### src/rtl/mem_arb_pkg.sv
// mem_arb_pkg: shared types and constants for the two-master memory arbiter.
package mem_arb_pkg;
  typedef enum logic [1:0] {IDLE, ACCESS, DONE} state_t;
  localparam logic OWN_CPU = 1'b0;
  localparam logic OWN_LD = 1'b1;
  localparam int CNT_W = 3;
endpackage

### src/rtl/mem_arb_wait_cnt.sv
// mem_arb_wait_cnt: loadable wait-state down-counter with zero flag.
module mem_arb_wait_cnt
  import mem_arb_pkg::*;
(
  input  logic             clk,
  input  logic             reset,
  input  logic             load,
  input  logic             en,
  input  logic [CNT_W-1:0] init,
  output logic             zero
);
  logic [CNT_W-1:0] cnt;
  always_ff @(posedge clk or posedge reset)
    if (reset) cnt <= '0;
    else if (load) cnt <= init;
    else if (en && cnt != '0) cnt <= cnt - 1'b1;
  assign zero = cnt == '0;
endmodule

### src/rtl/mem_arbiter.sv
// mem_arbiter: cpu/loader arbiter for one memory port; define MEM_ARB_RR_EN for round-robin ties.
module mem_arbiter
  import mem_arb_pkg::*;
#(
  parameter int AW = 16,
  parameter int DW = 16,
  parameter int WAIT = 1
) (
  input  logic          clk,
  input  logic          reset,
  input  logic          cpu_req,
  input  logic          cpu_we,
  input  logic [AW-1:0] cpu_addr,
  input  logic [DW-1:0] cpu_wdata,
  output logic [DW-1:0] cpu_rdata,
  output logic          cpu_ack,
  input  logic          ld_req,
  input  logic          ld_we,
  input  logic [AW-1:0] ld_addr,
  input  logic [DW-1:0] ld_wdata,
  output logic [DW-1:0] ld_rdata,
  output logic          ld_ack,
  output logic [AW-1:0] mem_addr,
  output logic [DW-1:0] mem_wdata,
  input  logic [DW-1:0] mem_rdata,
  output logic          mem_en,
  output logic          mem_wr,
  output logic          owner,
  output logic          busy
);
  state_t state;
  logic we_q, win, start, cnt_zero;
  assign start = state == IDLE && (cpu_req || ld_req);
`ifdef MEM_ARB_RR_EN
  // on a tie the master that did not own the last transfer goes next
  assign win = (cpu_req && ld_req) ? ~owner : (ld_req ? OWN_LD : OWN_CPU);
`else
  assign win = ld_req ? OWN_LD : OWN_CPU;
`endif
  mem_arb_wait_cnt u_cnt (
    .clk  (clk),
    .reset(reset),
    .load (start),
    .en   (state == ACCESS),
    .init (CNT_W'(WAIT)),
    .zero (cnt_zero)
  );
  always_ff @(posedge clk or posedge reset)
    if (reset) begin
      state     <= IDLE;
      owner     <= OWN_CPU;
      we_q      <= 1'b0;
      mem_addr  <= '0;
      mem_wdata <= '0;
      cpu_rdata <= '0;
      ld_rdata  <= '0;
    end else begin
      case (state)
        IDLE:
          if (start) begin
            state     <= ACCESS;
            owner     <= win;
            we_q      <= win == OWN_LD ? ld_we : cpu_we;
            mem_addr  <= win == OWN_LD ? ld_addr : cpu_addr;
            mem_wdata <= win == OWN_LD ? ld_wdata : cpu_wdata;
          end
        ACCESS:
          if (cnt_zero) begin
            state <= DONE;
            if (!we_q && owner == OWN_LD) ld_rdata <= mem_rdata;
            if (!we_q && owner == OWN_CPU) cpu_rdata <= mem_rdata;
          end
        default: state <= IDLE;
      endcase
    end
  assign mem_en  = state == ACCESS;
  assign mem_wr  = state == ACCESS && we_q;
  assign busy    = state != IDLE;
  assign cpu_ack = state == DONE && owner == OWN_CPU;
  assign ld_ack  = state == DONE && owner == OWN_LD;
endmodule

### config.mk
export PLATFORM = sky130hd
export DESIGN_NAME = mem_arbiter
export DESIGN_NICKNAME = d
export VERILOG_FILES = /design/src/rtl/mem_arb_pkg.sv /design/src/rtl/mem_arb_wait_cnt.sv /design/src/rtl/mem_arbiter.sv
export SDC_FILE = /design/constraint.sdc
export NUM_CORES = 1
export LEC_CHECK = 0
export ABC_CLOCK_PERIOD_IN_PS = 1800
export BUFFER_PORTS_ARGS = -buffer_cell sky130_fd_sc_hd__buf_2
export CELL_PAD_IN_SITES_DETAIL_PLACEMENT = 2
export CELL_PAD_IN_SITES_GLOBAL_PLACEMENT = 2
export CORE_ASPECT_RATIO = 0.5
export CORE_MARGIN = 1
export CORE_UTILIZATION = 26
export CTS_CLUSTER_DIAMETER = 60
export CTS_CLUSTER_SIZE = 24
export DETAILED_ROUTE_END_ITERATION = 7
export GPL_TIMING_DRIVEN = 0
export PLACE_DENSITY = 0.77
export SETUP_SLACK_MARGIN = 0.2
export SKIP_CTS_REPAIR_TIMING = 1
export SYNTH_ARGS = -nofsm -noshare
export SYNTH_HDL_FRONTEND = slang
export SYNTH_SLANG_ARGS = --single-unit
export TNS_END_PERCENT = 1
### constraint.sdc
create_clock -name clk -period 1.8 [get_ports clk]
set_input_delay 0.09 -clock clk [delete_from_list [all_inputs] [get_ports clk]]
set_output_delay 0.09 -clock clk [all_outputs]
set_load 0.01 [all_outputs]
==> run summary <==
Drt total wl: 10200 um
Fill cells: 1288
Post-synth EDFFs: 0
Worst Path Buf+Inv: 3
Post-synth ARST share: 100%
Die width: 160 um
CP required: 2.01 ns
Area Growth Syn to Fin: 46.5%
Area contributors post-synth: dfrtp_1 (55%), mux2i_1 (10%), mux2_2 (8.6%)
Reg power frac: 33.7%
Remaining DRCs: 0
Post-synthesis sequential area ratio: 54.6%
Fin crit share: 94.0%
Clk pwr share: 24.8%
CP max stage cell: dfrtp_1
VDD IR max: 0.589 mV
CTS tree: yes
Row count: 28
Synth Register Bits: 71
Initial antenna violation count: 0
Unrepaired setup endpoints after global routing: true
Synth Warn #: 0
Post-Syn Instances: 249
CP max FO: 5
First-pass GRT wire length: 15800 um
Minimum clock period: 1.69 ns
Switching power: 2.98 mW
Skew final: 0.00417 ns
Gr usage total: 15.9%
Max Clk Rate: 0.591 GHz
CTS root buf: clkbuf_16
Combinational share of power: 41.5%
CP dominant cell by count: ha_4
Internal power: 5.43 mW
CTS Sinks: 71
Startpoint Class: flip-flop
Die area: 13000 sq um
HP Class: in2reg
Nets: 510
Most frequent cell after synthesis: dfrtp_1
Tightest Pin Transition: 0.842 ns
Num CTS Buffers: 9
Clock slew at reported path FFs: 0.06 ns
Vias in the first global route: 3034
PwrDens: 1760 nW/um^2
Area leader, netlist: dfrtp_1
RD Place Congestion: 0.693
Synth Net Count: 337
Status: complete, but fails checks
Initial Util: 27.1%
Pleak: 2.31 nW
Relative slew slack: 43.7%
Largest net degree at the start of global routing: 38
H-tree levels: 3
Final setup fails: 0
Worst hold margin: -0.00167 ns
Final core utilization: 39.7%
N_diodes: 0
CP Cell Sequence: inv_2, ha_4, ha_4, and4bb_1, buf_6, clkbuf_16, mux2_4
Worst Path Class, Setup: reg2reg
Number of routed nets with antenna violations: 0
Gr ovfl total: 0
Share of cells above drive strength 1: 59.5%
Initial DRC Count: 80
IO Count: 156
Main flop type after synthesis: dfrtp_1
Netlist cell types: 26
Clk_lat worst skew: 0.32 ns
Die Y: 81.1 um
Synth top cells by count: dfrtp_1 (71), a21oi_1 (37), mux2i_1 (33), a21oi_2 (30), mux2_2 (25)
Placeable core area: 12000 sq um
Failing checks: negative hold slack
Longest Clk Path Bufs: 2
HPWL after detailed placement: 7360 um
Port Buffers: 154
Drt first pass iters: 4
Routed len/inst: 17.2 um
Switching Fraction: 35.4%
Max_cap viols: 0
Vias post-DR: 2669
Synth Cell Area: 3260 sq um
Mean Syn Cell Area: 13.1 sq um
Slew Limit Fails: 0
Post-synth top area share: 54.6%
Final hold violation count: 1
Vias/cell: 4.51
Crit-path leading delay family: flip-flops
Worst EP arrival: 1.90 ns
Endpoint class of the critical path: flip-flop
CP max stage delay: 0.39 ns
## flip-flops by register name (all words and copies together) (netlist names)
signal	cells
cpu_rdata	16
ld_rdata	16
mem_addr	16
mem_wdata	16
owner	1
state	2
u_cnt.cnt	3
we_q	1
## cells by family (layout without fill, tap and decap cells)
logic type                 Yosys count  count (layout)  synth area share [%]
DFF                                 71              71                  54.6
AOI/OAI and AO/OA                   70              70                  14.6
muxes                               65              65                  21.2
buffers and inverters               25             203                  4.92
and+or+nand+nor                     15              15                  3.69
adders and majority gates            2               2                 0.769
xor gates and xnor gates             1               1                 0.269
## area by class of cell
cell class                 count  area, sq um  share of cell area [%]
sequential                    71         1780                    37.3
multi-input combinational    153         1370                    28.7
timing repair buffer         162          881                    18.5
clock buffer                  11          253                    5.30
tap                          165          206                    4.33
buffer                        19          153                    3.20
clock inverter                 5          104                    2.18
inverter                       6         26.3                   0.551
## cell usage in the layout (no fill, tap or decap), drive strengths merged, types with 3 or more instances in the layout
cell type / instances
dlygate4sd3: 3
mux2: 32
mux2i: 33
a21oi: 67
dfrtp: 71
buf: 169
bufinv: 3
inv: 5
nand2: 3
clkbuf: 20
and2: 3
## worst paths after layout
path | from | end | slack (ns) | cells past startpoint
setup / recovery | u_cnt.cnt[1] | cpu_rdata[9] | 0.11 | 7
hold / removal | mem_rdata[10] | cpu_rdata[10] | -0.002 | 2
setup reg to reg | u_cnt.cnt[1] | cpu_rdata[9] | 0.11 | 7
hold reg to reg | cpu_rdata[8] | cpu_rdata[8] | 0.49 | 1
max in group asynchronous | reset | mem_addr[3] | 0.69 | 4
min in group asynchronous | reset | state[1] | 0.47 | 3
## power groups by stage
stage          sequential (mW)  clock (mW)  combinational [mW]
2_1_floorplan             3.12           0                1.65
3_3_place_gp              2.77           0                3.22
3_5_place_dp              2.82           0                3.34
4_1_cts                   2.82        2.15                3.38
5_1_grt                   2.93        2.21                3.82
6_report                  2.83        2.08                3.49
## routing by layer
metal | track usage, % | up-vias | share of wire [%]
met3 | 3.73 | 20 | 3.8
met2 | 30.7 | 78 | 54
met4 | 6.29 | 0 | 2.4
met5 | 0 | - | 0
met1 | 17.3 | 1332 | 40
li1 | - | 1239 | -
## through the flow
| step | setup TNS [ns] | area (sq um) | instances | setup WS (ns) | total power, mW |
|---|---|---|---|---|---|
| floorplan | 0 | 3260 | 249 | 0.103 | 4.77 |
| global placement | -0.361 | 4240 | 568 | -0.0454 | 6.00 |
| detailed placement | -0.982 | 4260 | 569 | -0.107 | 6.16 |
| CTS | -1.56 | 4610 | 585 | -0.236 | 8.35 |
| global route | 0 | 4770 | 592 | 0.0314 | 8.96 |
| finish | 0 | 4770 | 592 | 0.109 | 8.40 |
No activity file was read; power rests on OpenSTA's default activity.
